`config.mk`:
```
export PLATFORM = sky130hd
export DESIGN_NAME = controlador_atributos_param
export DESIGN_NICKNAME = d
export VERILOG_FILES = /design/src/rtl/controlador_atributos_param.sv
export SDC_FILE = /design/constraint.sdc
export NUM_CORES = 1
export LEC_CHECK = 0
export ABC_AREA = 1
export BUFFER_PORTS_ARGS = -buffer_cell sky130_fd_sc_hd__buf_4
export CAP_MARGIN = 20
export CORE_MARGIN = 2
export CORE_UTILIZATION = 36
export CTS_BUF_LIST = sky130_fd_sc_hd__clkbuf_8
export DETAILED_ROUTE_END_ITERATION = 6
export GPL_TIMING_DRIVEN = 1
export HOLD_SLACK_MARGIN = 0.02
export MAX_ROUTING_LAYER = met4
export PLACE_DENSITY = 0.6
export SLEW_MARGIN = 20
export SYNTH_ARGS = -nofsm -noshare
export SYNTH_HDL_FRONTEND = slang
export SYNTH_SLANG_ARGS = --single-unit
```
`constraint.sdc`:
```
create_clock -name clk -period 2 [get_ports clk]
set_input_delay 0.3 -clock clk [delete_from_list [all_inputs] [get_ports clk]]
set_output_delay 0.3 -clock clk [all_outputs]
set_load 0.1 [all_outputs]
```
`src/rtl/controlador_atributos_param.sv`:
```
// Pet attribute controller: three saturating attributes updated once per
// prescaled tick from the one-hot activity state, plus a grace-period health FSM.
module controlador_atributos_param #(
   parameter int unsigned W           = 8,
   parameter int unsigned MAX_VAL     = 100,
   parameter int unsigned RATE_UP     = 7,
   parameter int unsigned RATE_DOWN   = 1,
   parameter int unsigned TICK_PERIOD = 50000000,
   parameter int unsigned LIMIAR      = 10,
   parameter int unsigned GRACE_TICKS = 3,
   parameter int unsigned INIT_FOME   = 80,
   parameter int unsigned INIT_FELIC  = 70,
   parameter int unsigned INIT_SONO   = 50
) (
   input  logic         clk,
   input  logic         rst,
   input  logic [3:0]   estado,
   output logic [W-1:0] fome,
   output logic [W-1:0] felicidade,
   output logic [W-1:0] sono,
   output logic         atualizou,
   output logic         alerta,
   output logic         morreu
);

   localparam int unsigned CntW = (TICK_PERIOD > 1) ? $clog2(TICK_PERIOD) : 1;
   localparam int unsigned GrcW = $clog2(GRACE_TICKS + 1);

   localparam logic [CntW-1:0] CntLast   = CntW'(TICK_PERIOD - 1);
   localparam logic [W:0]      MaxE      = (W+1)'(MAX_VAL);
   localparam logic [W:0]      UpThrE    = (W+1)'(MAX_VAL - RATE_UP);
   localparam logic [W:0]      UpE       = (W+1)'(RATE_UP);
   localparam logic [W:0]      DnE       = (W+1)'(RATE_DOWN);
   localparam logic [W:0]      LimE      = (W+1)'(LIMIAR);
   localparam logic [GrcW:0]   GraceE    = (GrcW+1)'(GRACE_TICKS);

   typedef enum logic [1:0] {StVivo, StAlerta, StMorto} saude_e;

   // Saturating step up; arithmetic in W+1 bits so nothing wraps.
   function automatic logic [W-1:0] sobe(input logic [W-1:0] v);
      logic [W:0] e;
      e = {1'b0, v};
      if (e >= UpThrE) e = MaxE;
      else             e = e + UpE;
      return e[W-1:0];
   endfunction

   // Saturating step down towards zero.
   function automatic logic [W-1:0] desce(input logic [W-1:0] v);
      logic [W:0] e;
      e = {1'b0, v};
      if (e <= DnE) e = '0;
      else          e = e - DnE;
      return e[W-1:0];
   endfunction

   logic [CntW-1:0] cnt_q, cnt_d;
   logic [GrcW-1:0] grace_q, grace_d;
   logic [W-1:0]    fome_q, fome_d, felic_q, felic_d, sono_q, sono_d;
   logic            atualizou_q, atualizou_d;
   saude_e          estado_q, estado_d;

   logic            tick;
   logic            crit;
   logic [GrcW:0]   grace_inc;

   // State register with synchronous reset.
   always_ff @(posedge clk) begin
      if (rst) begin
         cnt_q       <= '0;
         grace_q     <= '0;
         fome_q      <= W'(INIT_FOME);
         felic_q     <= W'(INIT_FELIC);
         sono_q      <= W'(INIT_SONO);
         atualizou_q <= 1'b0;
         estado_q    <= StVivo;
      end else begin
         cnt_q       <= cnt_d;
         grace_q     <= grace_d;
         fome_q      <= fome_d;
         felic_q     <= felic_d;
         sono_q      <= sono_d;
         atualizou_q <= atualizou_d;
         estado_q    <= estado_d;
      end
   end

   // Prescaler, attribute update and health FSM next-state.
   always_comb begin
      cnt_d       = (cnt_q == CntLast) ? '0 : cnt_q + CntW'(1);
      tick        = (cnt_q == CntLast) && (estado_q != StMorto);
      fome_d      = fome_q;
      felic_d     = felic_q;
      sono_d      = sono_q;
      grace_d     = grace_q;
      estado_d    = estado_q;
      atualizou_d = tick;
      crit        = 1'b0;
      grace_inc   = {1'b0, grace_q} + (GrcW+1)'(1);

      if (tick) begin
         case (estado)
            4'b0001: begin
               sono_d  = sobe(sono_q);
               fome_d  = desce(fome_q);
               felic_d = desce(felic_q);
            end
            4'b0010: begin
               fome_d  = sobe(fome_q);
               felic_d = desce(felic_q);
            end
            4'b0100: begin
               felic_d = sobe(felic_q);
            end
            default: begin
               fome_d  = desce(fome_q);
               felic_d = desce(felic_q);
               sono_d  = desce(sono_q);
            end
         endcase

         // Health is judged on the values being written this edge.
         crit = ({1'b0, fome_d} <= LimE) || ({1'b0, felic_d} <= LimE) ||
                ({1'b0, sono_d} <= LimE);

         if (!crit) begin
            grace_d  = '0;
            estado_d = StVivo;
         end else if (grace_inc >= GraceE) begin
            estado_d = StMorto;
         end else begin
            grace_d  = grace_inc[GrcW-1:0];
            estado_d = StAlerta;
         end
      end
   end

   // Outputs come straight from registers.
   always_comb begin
      fome       = fome_q;
      felicidade = felic_q;
      sono       = sono_q;
      atualizou  = atualizou_q;
      alerta     = (estado_q == StAlerta);
      morreu     = (estado_q == StMorto);
   end

endmodule

```
==> impl_metrics.tcl, run 1 <==
set metrics [dict create \
    status "finished, final reports clean" \
    cts.sinks 55 \
    wl_per_cell_um 12.39 \
    cts_tree "yes" \
    seqPwrFrac_pct 57.0 \
    rsz0062_at_grt "true" \
    yosys_warnings 0 \
    dpl_cell_area_mm2 0.004478 \
    grt_pass1_vias 3676 \
    drv_cap 0 \
    crit_arrival_ns 2.20 \
    layout.cells.non_filler 816 \
    dp_hpwl_um 7576 \
    cts_buffers 5 \
    via_per_inst 4.858 \
    syn2layout_area_growth_pct 23.86 \
    finalMaxSlewViolations 0 \
    combPwrFrac_pct 7.0 \
    relSlewSlack_pct 68.48 \
    clockBufferDepth 2 \
    cp_top_family "simple AND/OR/NAND/NOR gates" \
    cts.root.buffer_cell "clkbuf_8" \
    cp_common_cell "nand2_1" \
    finalHoldViolCount 0 \
    rows 38 \
    worstPathRequired_ns 2.26 \
    place_congestion 0.9745 \
    min-delay-start "rst" \
    path_class "reg -> reg" \
    drtAntennaViolNets 0 \
    die_y_um 108.4 \
    io_buffers 32 \
    ff_latch_area_mm2 0.001160 \
    tns_ns 0 \
    ir_worst_vdd_mv 0.2650 \
    num_vias 3964 \
    hold-worst-slack_ns 0.3410 \
    p_int_uw 1428 \
    ctsHoldBuffers 0 \
    switching_share_pct 25.50 \
    antenna_found_initial 0 \
    grt_start_max_net_pins 24 \
    period_needed_ns 1.942 \
    worst_pin_slew_ns 0.4723 \
    setup_viol 0 \
    h-tree-depth 2 \
    fin_nets 691 \
    dp.cells 797 \
    stdcell_area_mm2 0.004858 \
    hold_path_class "in -> reg" \
    p_clk_share_pct 36.0 \
    die-area_mm2 0.01175 \
    route.detailed.drc 0 \
    diodes 0 \
    fin_skew_ns 0.009645 \
    core-area_mm2 0.01075 \
    drtPass1Iterations 4 \
    cts.clk_slew.worst_paths_ns 0.10 \
    period_share_pct 97.11 \
    crit_path_cell_trace "inv_4 > ha_4 > inv_2 > nand2_2 > nand2_2 > nor2_4 > nor2_4 > nand2_1 > nand2_1 > o21ai_1 > nor2_1 > nand2_1 > nand2_1 > nand2_2 > nand3_4 > nand2_2 > nand2_1 > nand2_1 > nor2_1" \
    overflow 0 \
    wirelength_um 10110 \
    path_buf_inv 2 \
    grt_first_pass_wirelength_um 17110 \
    critPathMaxStageDelay_ns 0.37 \
    p_sw_uw 488.7 \
    crit_path_max_fanout 6 \
    final_util_pct 45.21 \
    synth-seq-area-share_pct 28.07 \
    drive_above_1_share_pct 27.07 \
    multi_input_area_mm2 0.002584 \
    cp-startpoint "sono[1]$_SDFFE_PP1P_" \
    io_pins 33 \
    grtUsageTotal_pct 18.38 \
    die_w_um 108.4 \
    crit_path_end_kind "register" \
    crit_path_top_delay_cell "dfxtp_4" \
    start_kind "register" \
    syn-num-nets 637 \
    r2r-start "sono[1]$_SDFFE_PP1P_" \
    syn_avg_cell_area_um2 6.316 \
    clock.fmax_ghz 0.5149 \
    synth_cell_types 41 \
    power.leakage_uw 0.002147 \
    power.density_mw_per_mm2 394.5 \
    nFillCells 1134 \
    synth_cells 621 \
    start_util_pct 36.50 \
    ys_seq_elements 55 \
    drtIter0Drc 225 \
    syn_area_mm2 0.003923 \
    clkLatencyLatePin_ns 0.32 \
]
## cell type report
| class | instances | share of cell area [%] |
|---|---|---|
| clock inverter | 2 | 0.4121 |
| multi-input combinational | 460 | 53.18 |
| inverter | 89 | 7.082 |
| tap | 140 | 3.605 |
| clock buffer | 6 | 1.700 |
| timing repair buffer | 64 | 10.15 |
| sequential | 55 | 23.87 |
## repair_timing
| action | CTS | global route |
|---|---|---|
| resized for setup | 5 | 45 |
| pin swaps | 4 | 17 |
| cloned | 0 | 0 |
| setup buffers | 5 | 8 |
| endpoints found under the setup margin | 3 | 25 |
## layout by cell type (no fill, tap or decap), drive strengths merged
cell / instances
nand2: 152
nor2: 110
inv: 89
buf: 64
dfxtp: 55
nand3: 47
a21oi: 34
o21ai: 34
nand4: 14
xor2: 14
nor3: 13
ha: 10
a211oi: 8
o211ai: 7
clkbuf: 6
xnor2: 5
a22oi: 2
nor3b: 2
nor4: 2
clkinv: 2
o21a: 1
or2: 1
nand3b: 1
o31ai: 1
o22ai: 1
a31oi: 1
## registers in the layout, indices dropped and copies added, names as in the netlist
signal and flops:
grace_q 2, felicidade 8, cnt_q 26, fome 8
sono 8, estado_q 2, atualizou 1
## final timing paths
path / end / slack [ns] / cells after the start
max: grace_q[0]$_SDFFE_PP0P_ / 0.06 / 19
max reg2reg: grace_q[0]$_SDFFE_PP0P_ / 0.06 / 19
min reg2reg: cnt_q[21]$_SDFF_PP0_ / 0.49 / 2
min: felicidade[7]$_SDFFE_PP0P_ / 0.34 / 2
## Yosys cell counts (all sizes together)
library cell	n	share of area (%)
a211oi	8	1.5
a21oi	34	4.6
a22oi	2	0.38
a31oi	1	0.16
buf	11	1.8
clkbuf	6	0.83
clkinv	1	0.096
dfxtp	55	28
ha	10	3.2
inv	88	8.4
nand2	152	15
nand3	47	6.6
nand3b	1	0.19
nand4	14	2.2
nor2	110	13
nor3	13	2.0
nor3b	2	0.51
nor4	2	0.70
o211ai	7	1.3
o21a	1	0.19
o21ai	34	4.4
o22ai	1	0.16
o31ai	1	0.19
or2	1	0.16
xnor2	5	1.1
xor2	14	3.1
## per-layer routing
layer / vias up / routed length, µm / track usage, %
li1: 2097 / - / -
met1: 1795 / 4916 / 23.56
met2: 61 / 4764 / 30.32
met3: 11 / 307 / 2.652
met4: 0 / 125 / 4.945
met5: - / 0 / -
## through the flow
| stage | setup WS, ns | total power (µW) |
|---|---|---|
| after floorplan | 0.003751 | 1195 |
| after global placement | -0.03053 | 1238 |
| after detailed placement | -0.03471 | 1239 |
| after CTS | 0.0003293 | 1935 |
| after global routing | -0.1070 | 2019 |
| final | 0.05783 | 1916 |
## power by group through the flow
stage	registers (µW)	logic, µW	clock network [µW]
3_3_place_gp	1110	124	0
4_1_cts	1090	126	720
6_report	1090	133	690
5_1_grt	1090	149	775
2_1_floorplan	1110	81.0	0
3_5_place_dp	1110	125	0
## kinds of logic after synthesis
group	synth area share (%)
and+or+nand+nor	40.35
DFF	28.07
AOI/OAI and AO/OA	13.01
buffers and inverters	11.13
xor gates and xnor gates	4.242
adders and majority gates	3.190
Power figures use the tool's default switching activity.
==> inputs of run 2 (changes only) <==
--- a/config.mk
+++ b/config.mk
@@ -8,7 +8,6 @@
 export ABC_AREA = 1
 export BUFFER_PORTS_ARGS = -buffer_cell sky130_fd_sc_hd__buf_4
 export CAP_MARGIN = 20
-export CORE_MARGIN = 2
 export CORE_UTILIZATION = 36
 export CTS_BUF_LIST = sky130_fd_sc_hd__clkbuf_8
 export DETAILED_ROUTE_END_ITERATION = 6
==> impl_metrics.tcl, run 2 (synthesized netlist as in run 1, its figures left out) <==
set metrics [dict create \
    power.leakage_uw 0.002135 \
    drive_above_1_share_pct 25.19 \
    period_share_pct 98.96 \
    rows 37 \
    wirelength_um 10240 \
    grtUsageTotal_pct 18.90 \
    fin_skew_ns 0.01256 \
    cp_common_cell "nand2_1" \
    cts_buffers 5 \
    syn2layout_area_growth_pct 20.99 \
    ir_worst_vdd_mv 0.3175 \
    diodes 0 \
    io_pins 33 \
    via_per_inst 5.005 \
    core-area_mm2 0.01046 \
    crit_path_max_fanout 5 \
    relSlewSlack_pct 68.12 \
    fin_nets 682 \
    finalMaxSlewViolations 0 \
    final_common_cell "nand2_1" \
    grt_start_max_net_pins 24 \
    start_util_pct 37.49 \
    status "finished, final reports clean" \
    tns_ns 0 \
    crit_path_cell_trace "inv_4 > ha_4 > nor2_1 > nor2_1 > nand2_1 > o21ai_0 > o21ai_0 > nand2_1 > nand2_1 > nor2_1 > nand2_1 > nand3_2 > nand2_1 > nand2_1 > nand2_1 > nand2_1" \
    crit_arrival_ns 2.19 \
    die_w_um 106.4 \
    h-tree-depth 2 \
    largest_reg_flops 26 \
    worstPathRequired_ns 2.21 \
    hold_path_class "in -> reg" \
    path_class "reg -> reg" \
    cts_tree "yes" \
    dpl_cell_area_mm2 0.004451 \
    most-common-layout-cells "nand2_1 (135), nor2_1 (84), inv_1 (76)" \
    cts.root.buffer_cell "clkbuf_8" \
    stdcell_area_mm2 0.004746 \
    worst_pin_slew_ns 0.4776 \
    dp_hpwl_um 7707 \
    die-area_mm2 0.01132 \
    drtAntennaViolNets 0 \
    drv_cap 0 \
    critPathMaxStageDelay_ns 0.41 \
    grt_first_pass_wirelength_um 17050 \
    setup_viol 0 \
    io_buffers 32 \
    power.density_mw_per_mm2 400.4 \
    place_congestion 0.9176 \
    antenna_found_initial 0 \
    clkLatencyLatePin_ns 0.31 \
    num_vias 4019 \
    drtPass1Iterations 4 \
    crit_path_top_delay_cell "dfxtp_4" \
    period_needed_ns 1.979 \
    route.detailed.drc 0 \
    ctsHoldBuffers 0 \
    wl_per_cell_um 12.75 \
    cts.sinks 55 \
    start_kind "register" \
    clock.fmax_ghz 0.5052 \
    cts.clk_slew.worst_paths_ns 0.12 \
    nFillCells 1118 \
    regMostFlops "cnt_q" \
    rsz0062_at_grt "true" \
    crit_path_end_kind "register" \
    drtIter0Drc 225 \
    overflow 0 \
    finalHoldViolCount 0 \
    clockBufferDepth 2 \
    grt_pass1_vias 3681 \
    die_y_um 106.4 \
]
-- run 2: worst max-delay path: cells and delay by family, from the launching register on --
family / cells / cell delay, ns
AND/OR/NAND/NOR: 12 / 0.91
AO/OA/AOI/OAI: 2 / 0.33
buffers and inverters: 1 / 0.05
flip-flops: 1 / 0.41
adder cells (fa/ha/maj): 1 / 0.17
-- run 2: stage by stage --
stage / hold WS, ns / setup slack [ns] / power (µW) / utilization [%] / std cells
after detailed placement: 0.4381 / -0.02890 / 1235 / 42.54 / 790
after global routing: 0.3428 / -0.1542 / 1989 / 45.36 / 803
after CTS: 0.3253 / 0.009586 / 1931 / 43.76 / 799
final: 0.3357 / 0.02071 / 1900 / 45.36 / 803
after floorplan: 0.4175 / 0.003751 / 1195 / - / 621
after global placement: 0.4291 / -0.04187 / 1235 / 42.54 / 790
-- run 2: area by class of cell --
cell class              count  area, µm²  share of cell area [%]
clock buffers               5      68.82                   1.450
inverters                  89      344.1                   7.250
flip-flops and latches     55       1160                   24.44
well taps                 136      170.2                   3.586
multi-input cells         460       2551                   53.76
repair buffers             55      425.4                   8.964
clock inverters             3      26.28                  0.5537
-- run 2: final timing paths --
path                                           start                       to  slack [ns]  depth (start not counted)
worst max-delay path            sono[0]$_SDFFE_PP0P_  grace_q[1]$_SDFFE_PP0P_        0.02                         16
worst min-delay path                             rst     sono[0]$_SDFFE_PP0P_        0.34                          2
worst max register to register  sono[0]$_SDFFE_PP0P_  grace_q[1]$_SDFFE_PP0P_        0.02                         16
worst min register to register   cnt_q[0]$_SDFF_PP0_      cnt_q[0]$_SDFF_PP0_        0.47                          1
-- run 2: report_power, final --
part	leakage (µW)	switching, µW	total, µW	internal [µW]
logic	0.00163	82.7	127	43.9
registers	0.000452	5.55	1090	1090
clock network	0.0000510	419	682	262
total	0.00213	507	1900	1390
-- run 2: layer usage --
| metal | routed length (µm) | global-route usage, % | vias to the layer above | share of wire, % |
|---|---|---|---|---|
| met5 | 0 | - | - | 0 |
| met4 | 79 | 3.373 | 0 | 0.77 |
| met3 | 436 | 2.391 | 6 | 4.3 |
| met2 | 4995 | 32.24 | 72 | 49 |
| met1 | 4730 | 24.06 | 1861 | 46 |
| li1 | - | - | 2080 | - |
-- run 2: what timing repair did --
action,4_1_cts,5_1_grt
setup buffers,1,4
pin swaps,3,19
resized for setup,7,37
endpoints found under the setup margin,2,24
==> inputs of run 3 (changes only) <==
--- a/config.mk
+++ b/config.mk
@@ -11,10 +11,9 @@
 export CORE_UTILIZATION = 36
 export CTS_BUF_LIST = sky130_fd_sc_hd__clkbuf_8
 export DETAILED_ROUTE_END_ITERATION = 6
-export GPL_TIMING_DRIVEN = 1
 export HOLD_SLACK_MARGIN = 0.02
 export MAX_ROUTING_LAYER = met4
-export PLACE_DENSITY = 0.6
+export PLACE_DENSITY_LB_ADDON = 0.08
 export SLEW_MARGIN = 20
 export SYNTH_ARGS = -nofsm -noshare
 export SYNTH_HDL_FRONTEND = slang
==> impl_metrics.tcl, run 3 (synthesized netlist as in run 1, its figures left out) <==
set metrics [dict create \
    status "finished, final reports clean" \
    relSlewSlack_pct 64.93 \
    power.density_mw_per_mm2 375.1 \
    ir_worst_vdd_mv 0.2890 \
    dp_slack_ns -0.1157 \
    min-delay-start "rst" \
    tns_ns 0 \
    cts.sinks 55 \
    drive_above_1_share_pct 30.29 \
    h-tree-depth 2 \
    syn2layout_area_growth_pct 27.94 \
    worst_slack_ns 0.009145 \
    regMostFlops "cnt_q" \
    crit_arrival_ns 2.24 \
    period_needed_ns 1.991 \
    ctsHoldBuffers 0 \
    start_kind "register" \
    layout.cells.non_filler 826 \
    core-area_mm2 0.01046 \
    via_per_inst 4.990 \
    wl_per_cell_um 13.04 \
    cts_tree "yes" \
    dp.cells 795 \
    hold_path_class "in -> reg" \
    crit_end "cnt_q[18]$_SDFF_PP0_" \
    r2r_slack_ns 0.009 \
    hold_depth 2 \
    cts_buffers 5 \
    hold-worst-slack_ns 0.3354 \
    num_vias 4122 \
    cts.root.buffer_cell "clkbuf_8" \
    die_y_um 106.4 \
    dp_hpwl_um 7777 \
    worstPathRequired_ns 2.25 \
    drv_cap 0 \
    die_w_um 106.4 \
    io_pins 33 \
    power.leakage_uw 0.002275 \
    r2r-end "cnt_q[18]$_SDFF_PP0_" \
    cp-startpoint "cnt_q[1]$_SDFF_PP0_" \
    wirelength_um 10770 \
    r2r-start "cnt_q[1]$_SDFF_PP0_" \
    place_congestion 0.9134 \
    path_class "reg -> reg" \
    grt_pass1_vias 3763 \
    rows 37 \
    largest_reg_flops 26 \
    drtPass1Iterations 5 \
    worst_pin_slew_ns 0.5254 \
    reg2reg_depth 13 \
    antenna_found_initial 0 \
    fin_nets 705 \
    most-common-layout-cells "nand2_1 (133), nor2_1 (80), inv_1 (77)" \
    crit_path_max_fanout 3 \
    grt_first_pass_wirelength_um 17480 \
    finalHoldViolCount 0 \
    io_buffers 32 \
    finalMaxSlewViolations 0 \
    power_uw 1882 \
    setup_viol 0 \
    clock.fmax_ghz 0.5023 \
    die-area_mm2 0.01132 \
    cts.clk_slew.worst_paths_ns 0.11 \
    grt_start_max_net_pins 24 \
    drtIter0Drc 190 \
    fin_skew_ns 0.01072 \
    period_share_pct 99.54 \
    clockBufferDepth 2 \
    diodes 0 \
    start_util_pct 37.49 \
    grtUsageTotal_pct 19.55 \
    rsz0062_at_grt "true" \
    route.detailed.drc 0 \
    clkLatencyLatePin_ns 0.31 \
    overflow 0 \
    drtAntennaViolNets 0 \
    final_common_cell "nand2_1" \
    crit_path_end_kind "register" \
]
run 3: cell types whose count changed in the layout (fill, tap and decap cells not counted), moves of 2 or more:
cell	previous run	this run
a21oi_2	1	4
o21ai_0	27	22
a21oi_1	32	29
nor2_1	84	80
nor3_1	8	6
buf_4	54	74
nand2_1	135	133
a22oi_1	2	0
a22oi_2	0	2
nor2_2	17	22
nor3_2	3	6
nand2_4	2	4
o21ai_2	0	4
run 3: how the worst min path moves through the flow:
stage	end	slack, ns
CTS	sono[0]$_SDFFE_PP0P_	0.33
finish	sono[0]$_SDFFE_PP0P_	0.34
global route	sono[0]$_SDFFE_PP0P_	0.33
global placement	cnt_q[0]$_SDFF_PP0_	0.43
detailed placement	cnt_q[0]$_SDFF_PP0_	0.44
floorplan	cnt_q[0]$_SDFF_PP0_	0.42
run 3: cell type report:
class | instances | area, µm²
well taps | 136 | 170.2
clock inverters | 3 | 18.77
multi-input cells | 460 | 2621
inverters | 89 | 347.8
repair buffers | 78 | 631.9
clock buffers | 5 | 68.82
fillers | 1111 | 5444
flip-flops and latches | 55 | 1160
run 3: stage by stage:
stage          cell area (µm²)  util (%)
6_report                  5019     47.97
4_1_cts                   4661     44.55
3_3_place_gp              4504     43.05
3_5_place_dp              4504     43.05
5_1_grt                   5019     47.97
2_1_floorplan             3995         -
run 3: power by group:
group / switching [µW] / total (µW) / internal [µW]
clock network: 402 / 651 / 250
registers: 5.66 / 1090 / 1090
logic: 87.4 / 139 / 51.5
run 3: layer usage:
| layer | vias up | wire length, µm | GRT usage, % |
|---|---|---|---|
| li1 | 2125 | - | - |
| met1 | 1909 | 4996 | 24.68 |
| met2 | 68 | 5170 | 32.75 |
| met3 | 20 | 379 | 2.575 |
| met4 | 0 | 225 | 5.258 |
| met5 | - | 0 | - |
run 3: what timing repair did:
item | CTS | global route
setup buffers | 3 | 20
resized for setup | 10 | 59
pin swaps | 6 | 23
cloned | 0 | 1
setup endpoints to repair | 5 | 27
run 3: critical path: stages (launching register included):
cell	delay, ns
dfxtp_2	0.37
ha_4	0.15
nand2_4	0.05
nor2_4	0.13
nand3_4	0.10
nor2_4	0.16
nand2_4	0.08
nor4_4	0.26
nand2_1	0.12
nor2_2	0.13
nand2_2	0.08
inv_2	0.07
a21oi_2	0.05
nor3_2	0.17
